--- src/rtl/sd_sector_reader.sv ---
// sd_sector_reader: reads one 512-byte SD sector over SPI (CMD17) through a byte-exchange engine.
module sd_sector_reader #(
  parameter int R1_POLL    = 8,
  parameter int TOKEN_POLL = 4096
) (
  input  logic        cck,
  input  logic        reset,
  input  logic        go,
  input  logic [31:0] lba,
  input  logic        sdhc,
  output logic        xfer_start,
  output logic [7:0]  xfer_tx,
  input  logic        xfer_done,
  input  logic [7:0]  xfer_rx,
  output logic        cs_assert,
  output logic        buf_we,
  output logic [8:0]  buf_addr,
  output logic [7:0]  buf_data,
  output logic        busy,
  output logic        done,
  output logic [1:0]  err
);
  localparam int CW = $clog2(TOKEN_POLL + R1_POLL + 512);
  typedef enum logic [2:0] {IDLE, CMD, R1, TOKEN, DATA, CRC, TAIL, FIN} state_t;
  state_t state, state_n;
  logic [31:0]   addr;
  logic [CW-1:0] cnt;
  logic [1:0]    err_n;
  logic          pend, ack, start_n;
  // pend marks an exchange in flight; a done pulse without one is dropped
  assign ack     = xfer_done & pend;
  assign busy    = state != IDLE;
  assign done    = state == FIN;
  assign start_n = (state == IDLE && go) || (ack && state_n != FIN);
  assign xfer_tx = state != CMD      ? 8'hFF :
                   cnt[2:0] == 3'd0  ? 8'h51 :
                   cnt[2:0] == 3'd1  ? addr[31:24] :
                   cnt[2:0] == 3'd2  ? addr[23:16] :
                   cnt[2:0] == 3'd3  ? addr[15:8] :
                   cnt[2:0] == 3'd4  ? addr[7:0] : 8'hFF;
  always_comb begin
    state_n = state;
    err_n   = err;
    case (state)
      IDLE:  if (go) begin
        state_n = CMD;
        err_n   = 2'b00;
      end
      CMD:   if (ack && cnt == CW'(5)) state_n = R1;
      R1:    if (ack) begin
        if (xfer_rx == 8'h00) state_n = TOKEN;
        else if (!xfer_rx[7]) begin
          state_n = TAIL;
          err_n   = 2'b10;
        end else if (cnt == CW'(R1_POLL - 1)) begin
          state_n = TAIL;
          err_n   = 2'b01;
        end
      end
      TOKEN: if (ack) begin
        if (xfer_rx == 8'hFE) state_n = DATA;
        else if (xfer_rx != 8'hFF || cnt == CW'(TOKEN_POLL - 1)) begin
          state_n = TAIL;
          err_n   = 2'b11;
        end
      end
      DATA:  if (ack && cnt == CW'(511)) state_n = CRC;
      CRC:   if (ack && cnt == CW'(1)) state_n = TAIL;
      TAIL:  if (ack) state_n = FIN;
      default: state_n = IDLE;
    endcase
  end
  always_ff @(posedge cck or posedge reset) begin
    if (reset) begin
      state      <= IDLE;
      err        <= 2'b00;
      cnt        <= '0;
      pend       <= 1'b0;
      xfer_start <= 1'b0;
      addr       <= '0;
      cs_assert  <= 1'b0;
      buf_we     <= 1'b0;
      buf_addr   <= '0;
      buf_data   <= '0;
    end else begin
      state      <= state_n;
      err        <= err_n;
      xfer_start <= start_n;
      pend       <= start_n | (pend & ~xfer_done);
      cnt        <= state_n != state ? '0 : ack ? cnt + 1'b1 : cnt;
      buf_we     <= ack && state == DATA;
      if (ack && state == DATA) begin
        buf_addr <= cnt[8:0];
        buf_data <= xfer_rx;
      end
      if (state == IDLE && go) begin
        addr      <= sdhc ? lba : lba << 9;
        cs_assert <= 1'b1;
      end else if (ack && state == TAIL) cs_assert <= 1'b0;
    end
  end
endmodule

--- config.mk ---
export PLATFORM = sky130hd
export DESIGN_NAME = sd_sector_reader
export DESIGN_NICKNAME = d
export VERILOG_FILES = /design/src/rtl/sd_sector_reader.sv
export SDC_FILE = /design/constraint.sdc
export NUM_CORES = 1
export LEC_CHECK = 0
export CAP_MARGIN = 20
export CORE_AREA = 2 2 86 88
export CTS_CLUSTER_DIAMETER = 200
export DETAILED_ROUTE_END_ITERATION = 12
export DIE_AREA = 0 0 88 90
export HOLD_SLACK_MARGIN = 0.1
export PLACE_DENSITY = 0.89
export SYNTH_ARGS = -nofsm -noshare
export SYNTH_HDL_FRONTEND = slang
export SYNTH_SLANG_ARGS = --single-unit
--- constraint.sdc ---
create_clock -name cck -period 4.2 [get_ports cck]
set_input_delay 0.84 -clock cck [delete_from_list [all_inputs] [get_ports cck]]
set_output_delay 0.84 -clock cck [all_outputs]
set_load 0.02 [all_outputs]
* Word-level counts from Yosys, hierarchy flattened *
Cells that the tools add are included.

storage, ports and cells
  bits in registers = 71

cells by class
  add/subtract/negate cells = 1
  equal/unequal tests = 28
  multiplexer cells = 33
  bitwise logic cells = 4
  reductions and logical operators = 17

operator list
  operator               count
  $mux 8                 6
  $mux 3                 12
  $mux 32                1
  $eq 13x3->1 const B    2
  $mux 13                2
  $pmux 3 s7             1
  $mux 2                 8
  $eq 3x3->1 const B     5
  $add 13x1->13 const B  1
  $eq 13x1->1 const B    1
  $eq 13x12->1 const B   1
  $eq 13x9->1 const B    1
  $eq 3x2->1 const B     4
  $ne 2x2->1 const B     6
  $eq 8x8->1 const B     1
  $logic_not 8->1        1
  $ne 8x8->1 const B     1
  $reduce_and 8->1       1
  $logic_and 1x1->1      7
  $eq 3x1->1 const B     2
  $logic_not 3->1        2
  $ne 3x3->1 const B     2
  $pmux 2 s3             1
  $reduce_bool 3->1      2
  other kinds (8)        12

* Longest topological paths before layout *
Gate-level depths: netlist (run 1).

  word-level depth = 10
  gate-level depth with buffers = 8
  depth with buffers taken out = 7

* Worst setup path before layout (run 1) *
Ideal clock, no wire load.

  kind = reg2out
  from = reg cnt[0]
  to = out xfer_tx[1]
  arrival time = 1916 ps
  required time = 3360 ps
  slack = 1444 ps
  stages on the path, launching flop included = 9
  buffers on the path = 1
  cells stage by stage = dfrtp_1 > inv_1 > ha_1 > clkbuf_1 > nand2_1 > o22a_1 > mux2i_1 > a2bb2oi_1 > o21ai_0

on the way
  word-level cells in the longest chain between the ends = 7
  elaborated cells on any way between the ends = 11
  those cells by class = eq/ne: 4; mux: 6; reduce/logical: 1

RTL lines
  item                      RTL line  RTL
  start: declaration        27        logic [CW-1:0] cnt;
  start signal: assignment  90        cnt <= state_n != state ? '0 : ack ? cnt + 1'b1 : cnt;
  $eq 3x3->1                40        cnt[2:0] == 3'd4 ? addr[7:0] : 8'hFF;
  $mux 8                    40
  $mux 8                    39        cnt[2:0] == 3'd3 ? addr[15:8] :
  $mux 8                    38        cnt[2:0] == 3'd2 ? addr[23:16] :
  $mux 8                    37        cnt[2:0] == 3'd1 ? addr[31:24] :
  $mux 8 (*)                36        cnt[2:0] == 3'd0 ? 8'h51 :
  $mux 8 (*)                35        assign xfer_tx = state != CMD ? 8'hFF :
  end: declaration          12        output logic [7:0] xfer_tx,

Mark *: on every way between the ends. The rest lies on a longest branch, timed or not.

* Worst setup path in the final report (run 1) *
  from = reg cnt[1]
  to = out xfer_tx[1]

The elaborated chain is that of the path after synthesis.

==> results of run 1 <==
[state kept, by name, summed over array words and instances (netlist names)]
| register | flops |
|---|---|
| addr | 32 |
| cnt | 13 |
| buf_addr | 9 |
| buf_data | 8 |
| state | 3 |
| err | 2 |
| buf_we | 1 |
| cs_assert | 1 |
| pend | 1 |
| xfer_start | 1 |
[cells in the final DEF (no fill, tap or decap), drive strengths merged, types with 6 or more instances in the layout]
cell	Yosys	layout
nand2	68	68
a21oi	15	15
mux2	13	13
clkbuf	21	12
o21ai	35	35
mux2i	28	28
nand2b	7	7
dfrtp	71	71
clkdlybuf4s50	0	76
xnor2	6	6
inv	12	12
nand3	16	16
nor2	25	25
xor2	7	7
[layer usage]
layer,wire (um),share of wire [%],vias to the layer above
met5,0,0,-
met4,325,3.4,0
met3,627,6.7,35
met2,4640,49,175
met1,3840,41,1559
li1,-,-,1534
[final timing paths]
kind | start | to | slack [ps]
hold / removal | addr[16]$_DFFE_PP0P_ | addr[16]$_DFFE_PP0P_ | 480
max in group asynchronous | reset | buf_addr[3]$_DFFE_PP0P_ | 2350
setup / recovery | cnt[1]$_DFFE_PP0P_ | xfer_tx[1] | 440
hold reg to reg | addr[16]$_DFFE_PP0P_ | addr[16]$_DFFE_PP0P_ | 480
min in group asynchronous | reset | state[1]$_DFF_PP0_ | 890
setup reg to reg | cnt[2]$_DFFE_PP0P_ | cnt[9]$_DFFE_PP0P_ | 1960
[kinds of logic (layout without fill, tap and decap cells)]
kind of cell	Yosys count	count (layout)	share of synthesized area [%]
adder cells (fa/ha/maj)	5	5	1.66
AND/OR/NAND/NOR	152	152	19.0
buffers and inverters	38	107	3.92
multiplexers	41	41	11.3
flip-flops	71	71	47.1
AO/OA/AOI/OAI	82	82	14.0
XOR/XNOR	13	13	3.02
[critical path: stages, from the launching register on]
cell and delay [ps]:
dfrtp_1 430, inv_1 150, ha_1 440, nor2b_1 530, a2bb2oi_1 130, o21ai_0 240, clkdlybuf4s50_1 650
[where the power goes]
group	total, uW	leakage (uW)	internal (uW)	switching [uW]
Combinational	1290	0.00117	593	695
Sequential	1160	0.000914	928	237
Clock	548	0.0000985	303	246
Total	3000	0.00218	1820	1180
[cell type report]
type	instances	area (sq um)
well taps	99	124
multi-input cells	293	1850
repair buffers	80	791
inverters	12	45.0
fillers	510	2240
flip-flops and latches	71	1780
clock inverters	3	42.5
clock buffers	12	155
[through the flow]
stage | power (uW) | utilization, % | setup WS (ps)
after floorplan | 1960 | - | 1440
after CTS | 3000 | 68.1 | 472
after detailed placement | 2440 | 65.3 | 885
after global routing | 3200 | 68.1 | 207
after global placement | 2380 | 65.3 | 976
final | 3000 | 68.1 | 442
==> results.py, run 1 <==
metrics = {
    "status": {
        "outcome": "complete, no violations",
    },
    "route": {
        "vias": 3303,
        "drc": 0,
        "vias_per_cell": 5.79,
        "wl_per_cell_um": 16.5,
        "ant_nets": 0,
        "first_iter_violations": 298,
        "first_pass_iters": 6,
        "wl_um": 9430,
    },
    "hold_path": {
        "hp-class": "reg2reg",
        "whs_path_depth": 2,
    },
    "clock_tree": {
        "cts_tree": "done",
        "cts_sinks": 71,
        "clock_tree.root_cell": "clkbuf_8",
        "clk_path_buf_depth": 2,
        "insertion_delay_ps": 350,
        "h-tree-depth": 3,
        "cts_resized": 0,
        "cts_buffers": 9,
        "cts_setup_buffers": 0,
        "clk_pin_slew_ps": 70,
        "cts_hold_buf": 0,
    },
    "logic_synthesis": {
        "synth_cells": 402,
        "synth_area_sq_um": 3770,
        "synth.distinct_cells": 50,
        "async_flop_share_pct": 100,
        "seq_area_frac_synth_pct": 47.1,
        "ys_top_cells_by_count": "dfrtp_1 (71), nand2_1 (68), mux2i_1 (28)",
        "syn_area_per_cell_sq_um": 9.38,
        "synth-edff-count": 0,
        "synthTopCellsByArea": "dfrtp_1 (47%), mux2i_1 (7.4%), nand2_1 (6.8%)",
        "synth-seq-cells": 71,
        "synth_fp_nets": 452,
        "synthFlopType": "dfrtp_1",
        "synth_most_common_cell": "dfrtp_1",
        "yosysTopAreaCell": "dfrtp_1",
        "yosysWarningCount": 0,
        "synth_top_area_share_pct": 47.1,
    },
    "timing": {
        "finalSetupTns_ps": 0,
        "drv_slew": 0,
        "slew_headroom_pct": 44.0,
        "clock_skew_ps": 8.98,
        "period_share_pct": 89.5,
        "rsz0062_at_grt": "false",
        "fmax_ghz": 0.266,
        "period_minus_slack_ps": 3760,
        "finalHoldViolCount": 0,
        "timing.hold.ws_ps": 483,
        "tightest_slew_ps": 838,
        "setup_violations": 0,
    },
    "place": {
        "post-place-cells": 555,
        "dpl.hpwl_um": 6740,
        "postPlaceCellArea_sq_um": 4580,
        "place_congestion": 0.892,
        "io_buffers": 76,
    },
    "grt": {
        "grt_pass1_wl_um": 15900,
        "use_met3_pct": 4.41,
        "met2_usage_pct": 41.4,
        "grt_pass1_vias": 3270,
        "antenna_found_initial": 0,
        "globalRouteOverflowTotal": 0,
        "grt_use_total_pct": 25.7,
        "use_met1_pct": 33.9,
        "grt_max_degree": 58,
        "grt.busiest_layer": "met2",
    },
    "finish": {
        "fin_nets": 517,
        "syn_to_final_growth_pct": 26.8,
        "fin_area_sq_um": 4780,
        "drive_gt1_share_pct": 8.70,
        "instances_no_fill": 570,
        "n_antenna_cell": 0,
    },
    "floorplanning": {
        "fp.dieH_um": 90,
        "fp.dieW_um": 88,
        "die_area_sq_um": 7920,
        "io-pin-count": 77,
        "initial_core_util_pct": 53.7,
        "rows": 31,
        "core_sq_um": 7020,
    },
    "critical_path": {
        "critPathArrivalTime_ps": 2920,
        "cp-start-kind": "flop",
        "cp-end-kind": "output pin",
        "critPathKind": "reg2out",
        "r2r_cells": 5,
        "crit_fanout": 11,
        "required_ps": 3360,
    },
    "job": {
        "drv_cap": 0,
    },
    "pwr": {
        "leakagePower_uw": 0.00218,
        "ir_drop_mv": 0.324,
        "power_density_nw_per_um2": 628,
    },
}
No activity file was read; power rests on OpenSTA's default activity.
==> inputs of run 2 (changes only) <==
--- a/config.mk
+++ b/config.mk
@@ -5,13 +5,15 @@
 export SDC_FILE = /design/constraint.sdc
 export NUM_CORES = 1
 export LEC_CHECK = 0
+export ABC_AREA = 1
 export CAP_MARGIN = 20
 export CORE_AREA = 2 2 86 88
 export CTS_CLUSTER_DIAMETER = 200
 export DETAILED_ROUTE_END_ITERATION = 12
 export DIE_AREA = 0 0 88 90
+export GPL_TIMING_DRIVEN = 0
 export HOLD_SLACK_MARGIN = 0.1
-export PLACE_DENSITY = 0.89
+export PLACE_DENSITY = 0.9
 export SYNTH_ARGS = -nofsm -noshare
 export SYNTH_HDL_FRONTEND = slang
 export SYNTH_SLANG_ARGS = --single-unit
==> results.py, run 2 <==
metrics = {
    "status": {
        "outcome": "complete, no violations",
    },
    "place": {
        "dpl.hpwl_um": 7380,
        "post-place-ws_ps": 789,
        "place_congestion": 0.896,
        "io_buffers": 75,
    },
    "critical_path": {
        "path_common_cell": "inv_1",
        "cp-end-kind": "output pin",
        "critPathKind": "reg2out",
        "r2r_cells": 12,
        "crit_buf_inv": 5,
        "r2r_slack_ps": 2000,
        "crit_family": "buffers and inverters",
        "crit_fanout": 10,
        "path_cells": "inv_1 > ha_1 > inv_1 > nor2_1 > inv_1 > clkbuf_1 > o21ai_0 > o22ai_1 > o21ai_0 > clkdlybuf4s50_1",
        "critPathArrivalTime_ps": 3060,
        "startpoint": "cnt[1]$_DFFE_PP0P_",
        "crit_slowest_cell": "clkdlybuf4s50_1",
        "cp-start-kind": "flop",
        "rr_endpoint": "cnt[6]$_DFFE_PP0P_",
        "r2r-start": "cnt[1]$_DFFE_PP0P_",
        "slowest_delay_ps": 650,
        "required_ps": 3360,
    },
    "logic_synthesis": {
        "synth_most_common_cell": "nand2_1",
        "synth_area_sq_um": 3850,
        "yosysTopAreaCell": "dfrtp_1",
        "synth_cells": 512,
        "syn_area_per_cell_sq_um": 7.52,
        "async_flop_share_pct": 100,
        "synthFlopType": "dfrtp_1",
        "synth-edff-count": 0,
        "synth.distinct_cells": 32,
        "synthTopCellsByArea": "dfrtp_1 (46%), nand2_1 (16%), o21ai_0 (9.2%)",
        "yosysWarningCount": 0,
        "ys_top_cells_by_count": "nand2_1 (168), dfrtp_1 (71), o21ai_0 (71)",
        "synth_fp_nets": 562,
        "synth_top_area_share_pct": 46.1,
        "seq_area_frac_synth_pct": 46.1,
        "synth-seq-cells": 71,
    },
    "hold_path": {
        "whs_path_depth": 2,
        "min_to": "buf_data[6]$_DFFE_PP0P_",
        "hp-start": "buf_data[6]$_DFFE_PP0P_",
        "hp-class": "reg2reg",
    },
    "floorplanning": {
        "io-pin-count": 77,
        "die_area_sq_um": 7920,
        "core_sq_um": 7020,
        "rows": 31,
        "fp.dieW_um": 88,
        "initial_core_util_pct": 54.9,
        "fp.dieH_um": 90,
    },
    "route": {
        "first_pass_iters": 5,
        "drc": 0,
        "ant_nets": 0,
        "vias": 3744,
        "first_iter_violations": 223,
        "vias_per_cell": 5.33,
        "wl_um": 9800,
        "wl_per_cell_um": 14.0,
    },
    "finish": {
        "largestRegisters": "addr: 32 flops, cnt: 13 flops, buf_addr: 9 flops",
        "top_register": "addr",
        "fin_nets": 648,
        "mostFrequentLayoutCells": "nand2_1 (168), clkdlybuf4s50_1 (75), o21ai_0 (71), dfrtp_1 (71), inv_1 (47)",
        "mostFrequentLayoutCell": "nand2_1",
        "regArea_sq_um": 1780,
        "fillers": 573,
        "n_antenna_cell": 0,
        "syn_to_final_growth_pct": 27.6,
        "fin_util_pct": 70.0,
        "largest_reg_flops": 32,
        "drive_gt1_share_pct": 8.79,
        "multiInputGateArea_sq_um": 1760,
    },
    "pwr": {
        "ir_drop_mv": 0.203,
        "leakagePower_uw": 0.00229,
        "power_density_nw_per_um2": 434,
        "power_uw": 2130,
    },
    "timing": {
        "finalSetupTns_ps": 0,
        "slew_headroom_pct": 43.2,
        "layout_setup_ws_ps": 304,
        "rsz0062_at_grt": "false",
        "drv_slew": 0,
        "clock_skew_ps": 5.00,
        "tightest_slew_ps": 852,
        "period_minus_slack_ps": 3900,
        "fmax_ghz": 0.257,
        "period_share_pct": 92.8,
        "setup_violations": 0,
        "finalHoldViolCount": 0,
    },
    "grt": {
        "grt_pass1_vias": 3693,
        "grt_max_degree": 72,
        "antenna_found_initial": 0,
        "grt_use_total_pct": 26.1,
        "grt_pass1_wl_um": 16300,
        "globalRouteOverflowTotal": 0,
    },
    "clock_tree": {
        "cts_buffers": 9,
        "cts_sinks": 71,
        "cts_resized": 0,
        "clk_pin_slew_ps": 80,
        "clk_path_buf_depth": 2,
        "cts_setup_buffers": 0,
        "cts_hold_buf": 0,
        "h-tree-depth": 3,
        "clock_tree.root_cell": "clkbuf_8",
        "insertion_delay_ps": 360,
        "cts_tree": "done",
    },
    "job": {
        "drv_cap": 0,
    },
}
==> run 2: cell types whose count changed in the layout (fill, tap and decap cells not counted), moves of 9 or more <==
| cell | change |
|---|---|
| clkbuf_1 | +12 |
| nand2_1 | +100 |
| o21ai_0 | +47 |
| nor2_2 | +12 |
| o22ai_1 | +11 |
| mux2i_1 | -28 |
| inv_1 | +36 |
| o21ai_1 | -9 |
| a21oi_1 | -11 |
| mux2_2 | -13 |
==> run 2: cell families after synthesis <==
logic type      after synthesis  share of synthesized area, %
compound gates              102                          14.5
xor+xnor                      9                          2.05
fa+ha+maj                     5                          1.62
buf+inv                      76                          8.15
flops                        71                          46.1
simple gates                249                          27.6
==> run 2: power by group <==
part	total (uW)	leakage (uW)	switching (uW)	internal [uW]
Sequential	850	0.000909	68.0	782
Combinational	778	0.00129	453	325
Clock	505	0.0000873	261	244
==> run 2: worst reg2reg max path, delay by kind of cell (launching register included) <==
family / cells / cell delay, ps
AND/OR/NAND/NOR: 7 / 900
buffers and inverters: 4 / 580
flip-flops: 1 / 430
adder cells (fa/ha/maj): 1 / 190
==> run 2: cell type report <==
class | instances | area share (%)
Sequential cell | 71 | 36.2
Multi-Input combinational cell | 365 | 35.8
Timing Repair Buffer | 75 | 15.3
Inverter | 54 | 4.23
Clock buffer | 11 | 3.08
Tap cell | 99 | 2.52
Buffer | 22 | 2.22
Clock inverter | 5 | 0.662
==> run 2: worst max path at each step <==
stage | end | slack (ps) | cells after the start
detailed placement | xfer_tx[5] | 790 | 10
floorplan | addr[0]$_DFFE_PP0P_ | 1560 | 1
global placement | addr[28]$_DFFE_PP0P_ | 470 | 2
CTS | xfer_tx[5] | 350 | 10
finish | xfer_tx[5] | 300 | 10
global route | xfer_tx[3] | 140 | 10
==> run 2: metrics by stage <==
step / cell area (sq um) / hold WS [ps] / cells
after global routing: 4910 / 499 / 702
after floorplan: 3850 / 449 / 512
after detailed placement: 4730 / 458 / 686
after CTS: 4910 / 476 / 702
after global placement: 4730 / 454 / 686
final: 4910 / 473 / 702
==> run 2: per-layer routing <==
layer / part of all wire [%] / GRT usage [%] / up-vias / wire length, um
li1: - / - / 1815 / -
met1: 40 / 30.4 / 1742 / 3960
met2: 51 / 46.5 / 159 / 5010
met3: 5.7 / 3.76 / 28 / 555
met4: 2.9 / 11.5 / 0 / 281
met5: 0 / 0 / - / 0
==> inputs of run 3 (changes only) <==
--- a/config.mk
+++ b/config.mk
@@ -7,13 +7,13 @@
 export LEC_CHECK = 0
 export ABC_AREA = 1
 export CAP_MARGIN = 20
-export CORE_AREA = 2 2 86 88
+export CORE_AREA = 2 2 94 96
 export CTS_CLUSTER_DIAMETER = 200
 export DETAILED_ROUTE_END_ITERATION = 12
-export DIE_AREA = 0 0 88 90
+export DIE_AREA = 0 0 96 98
 export GPL_TIMING_DRIVEN = 0
 export HOLD_SLACK_MARGIN = 0.1
-export PLACE_DENSITY = 0.9
+export PLACE_DENSITY = 0.8
 export SYNTH_ARGS = -nofsm -noshare
 export SYNTH_HDL_FRONTEND = slang
 export SYNTH_SLANG_ARGS = --single-unit
==> constraint.sdc (replaced) <==
create_clock -name cck -period 3.49 [get_ports cck]
set_input_delay 0.698 -clock cck [delete_from_list [all_inputs] [get_ports cck]]
set_output_delay 0.698 -clock cck [all_outputs]
set_load 0.02 [all_outputs]
==> results.py, run 3 (synthesized netlist as in run 2, its figures left out) <==
metrics = {
    "clock_tree": {
        "cts_sinks": 71,
        "cts_tree": "done",
        "clock_tree.root_cell": "clkbuf_8",
        "clk_pin_slew_ps": 70,
        "cts_buffers": 9,
        "cts_setup_buffers": 0,
        "h-tree-depth": 3,
        "cts_hold_buf": 0,
        "insertion_delay_ps": 350,
        "clk_path_buf_depth": 2,
    },
    "critical_path": {
        "critPathKind": "reg2out",
        "slowest_delay_ps": 670,
        "path_cells": "inv_1 > ha_1 > inv_1 > nor2_2 > inv_1 > clkbuf_2 > o22ai_1 > o21ai_0 > clkdlybuf4s50_1",
        "critPathArrivalTime_ps": 2650,
        "cp-start-kind": "flop",
        "required_ps": 2790,
        "crit_slowest_cell": "clkdlybuf4s50_1",
        "cp-end-kind": "output pin",
        "path_common_cell": "inv_1",
        "crit_fanout": 10,
    },
    "grt": {
        "grt_use_total_pct": 22.0,
        "grt_pass1_vias": 3608,
        "globalRouteOverflowTotal": 0,
        "grt_pass1_wl_um": 16200,
        "grt_max_degree": 72,
        "antenna_found_initial": 0,
    },
    "pwr": {
        "power_density_nw_per_um2": 524,
        "leakagePower_uw": 0.00230,
        "p_seq_share_pct": 39.4,
        "p_sw_uw": 911,
        "clock_power_share_pct": 24.9,
        "p_sw_share_pct": 35.2,
        "pwr-share-comb_pct": 35.7,
        "p_int_uw": 1680,
        "ir_drop_mv": 0.215,
    },
    "timing": {
        "clock_skew_ps": 5.94,
        "setup_violations": 0,
        "slew_headroom_pct": 42.6,
        "finalHoldViolCount": 0,
        "rsz0062_at_grt": "false",
        "period_minus_slack_ps": 3350,
        "fmax_ghz": 0.299,
        "period_share_pct": 95.9,
        "drv_slew": 0,
        "tightest_slew_ps": 861,
    },
    "finish": {
        "mostFrequentLayoutCell": "nand2_1",
        "fillers": 791,
        "n_antenna_cell": 0,
        "instances_no_fill": 711,
        "drive_gt1_share_pct": 9.12,
        "fin_area_sq_um": 4950,
        "syn_to_final_growth_pct": 28.5,
        "mostFrequentLayoutCells": "nand2_1 (167), clkdlybuf4s50_1 (73), o21ai_0 (71), dfrtp_1 (71), inv_1 (47)",
        "largestRegisters": "addr: 32 flops, cnt: 13 flops, buf_addr: 9 flops",
        "top_register": "addr",
        "largest_reg_flops": 32,
        "fin_nets": 648,
    },
    "job": {
        "drv_cap": 0,
    },
    "floorplanning": {
        "fp.dieW_um": 96,
        "initial_core_util_pct": 45.5,
        "rows": 34,
        "core_sq_um": 8470,
        "fp.dieH_um": 98,
        "io-pin-count": 77,
        "die_area_sq_um": 9410,
    },
    "route": {
        "drc": 0,
        "vias": 3707,
        "wl_um": 9760,
        "first_iter_violations": 145,
        "vias_per_cell": 5.21,
        "ant_nets": 0,
        "first_pass_iters": 5,
        "wl_per_cell_um": 13.7,
    },
    "place": {
        "io_buffers": 75,
        "dpl.hpwl_um": 7330,
        "place_congestion": 0.909,
        "postPlaceCellArea_sq_um": 4740,
        "post-place-cells": 695,
    },
    "hold_path": {
        "hp-class": "reg2reg",
    },
    "status": {
        "outcome": "complete, no violations",
    },
}
run 3: cell count changes in the layout (fill, tap and decap cells not counted), sizes merged:
cell | previous run | this run
dlymetal6s2s | 0 | 2
bufinv | 0 | 1
clkinv | 2 | 3
clkinvlp | 3 | 0
clkbuf | 24 | 25
clkdlybuf4s50 | 75 | 73
run 3: cell type report:
class	count	area, sq um	share of cell area [%]
buffer	22	110	2.23
inverter	54	208	4.20
timing repair buffer	75	756	15.3
sequential	71	1780	35.9
multi-input combinational	365	1770	35.8
tap	108	135	2.73
clock inverter	4	45.0	0.910
clock buffer	12	145	2.93
run 3: final timing paths:
| kind | startpoint | endpoint | slack, ps | cells past startpoint |
|---|---|---|---|---|
| max | cnt[1]$_DFFE_PP0P_ | xfer_tx[7] | 140 | 9 |
| min | buf_addr[6]$_DFFE_PP0P_ | buf_addr[6]$_DFFE_PP0P_ | 470 | 2 |
| max reg2reg | cnt[1]$_DFFE_PP0P_ | cnt[1]$_DFFE_PP0P_ | 1510 | 12 |
| min reg2reg | buf_addr[6]$_DFFE_PP0P_ | buf_addr[6]$_DFFE_PP0P_ | 470 | 2 |
| max in group asynchronous | reset | addr[1]$_DFFE_PP0P_ | 2050 | 2 |
| min in group asynchronous | reset | cnt[10]$_DFFE_PP0P_ | 870 | 2 |
run 3: per-layer routing:
layer  up-vias  track usage, %  part of all wire, %
li1       1823               -                    -
met1      1702            26.5                   40
met2       163            38.0                   50
met3        19            3.78                  7.2
met4         0            9.67                  2.5
met5         -               0                    0
run 3: metrics by stage:
step | TNS [ps] | hold WS (ps) | total power [uW] | util (%) | setup WS, ps
after floorplan | 0 | 449 | 1580 | - | 990
after global placement | -9210 | 455 | 1920 | 56.0 | -132
after detailed placement | 0 | 458 | 1950 | 56.0 | 277
after CTS | 0 | 476 | 2590 | 58.3 | 2.18
after global routing | 0 | 500 | 2750 | 58.4 | 17.6
final | 0 | 470 | 2590 | 58.4 | 144
run 3: worst max-delay path, delay by kind of cell, from the launching register on:
kind | cells | cell delay (ps)
flip-flops | 1 | 410
AND/OR/NAND/NOR | 1 | 70
adder cells (fa/ha/maj) | 1 | 190
AO/OA/AOI/OAI | 2 | 370
buffers and inverters | 5 | 1250
run 3: what timing repair did:
action | 4_1_cts | 5_1_grt
endpoints found under the setup margin | 3 | 7
endpoints found under the hold margin | 0 | 0
gates resized for setup | 1 | 6
run 3: power by group through the flow:
stage | Clock [uW] | Combinational, uW | Sequential, uW
2_1_floorplan | 0 | 456 | 1130
4_1_cts | 655 | 918 | 1020
5_1_grt | 683 | 1030 | 1040
3_5_place_dp | 0 | 915 | 1040
3_3_place_gp | 0 | 892 | 1030
6_report | 645 | 924 | 1020
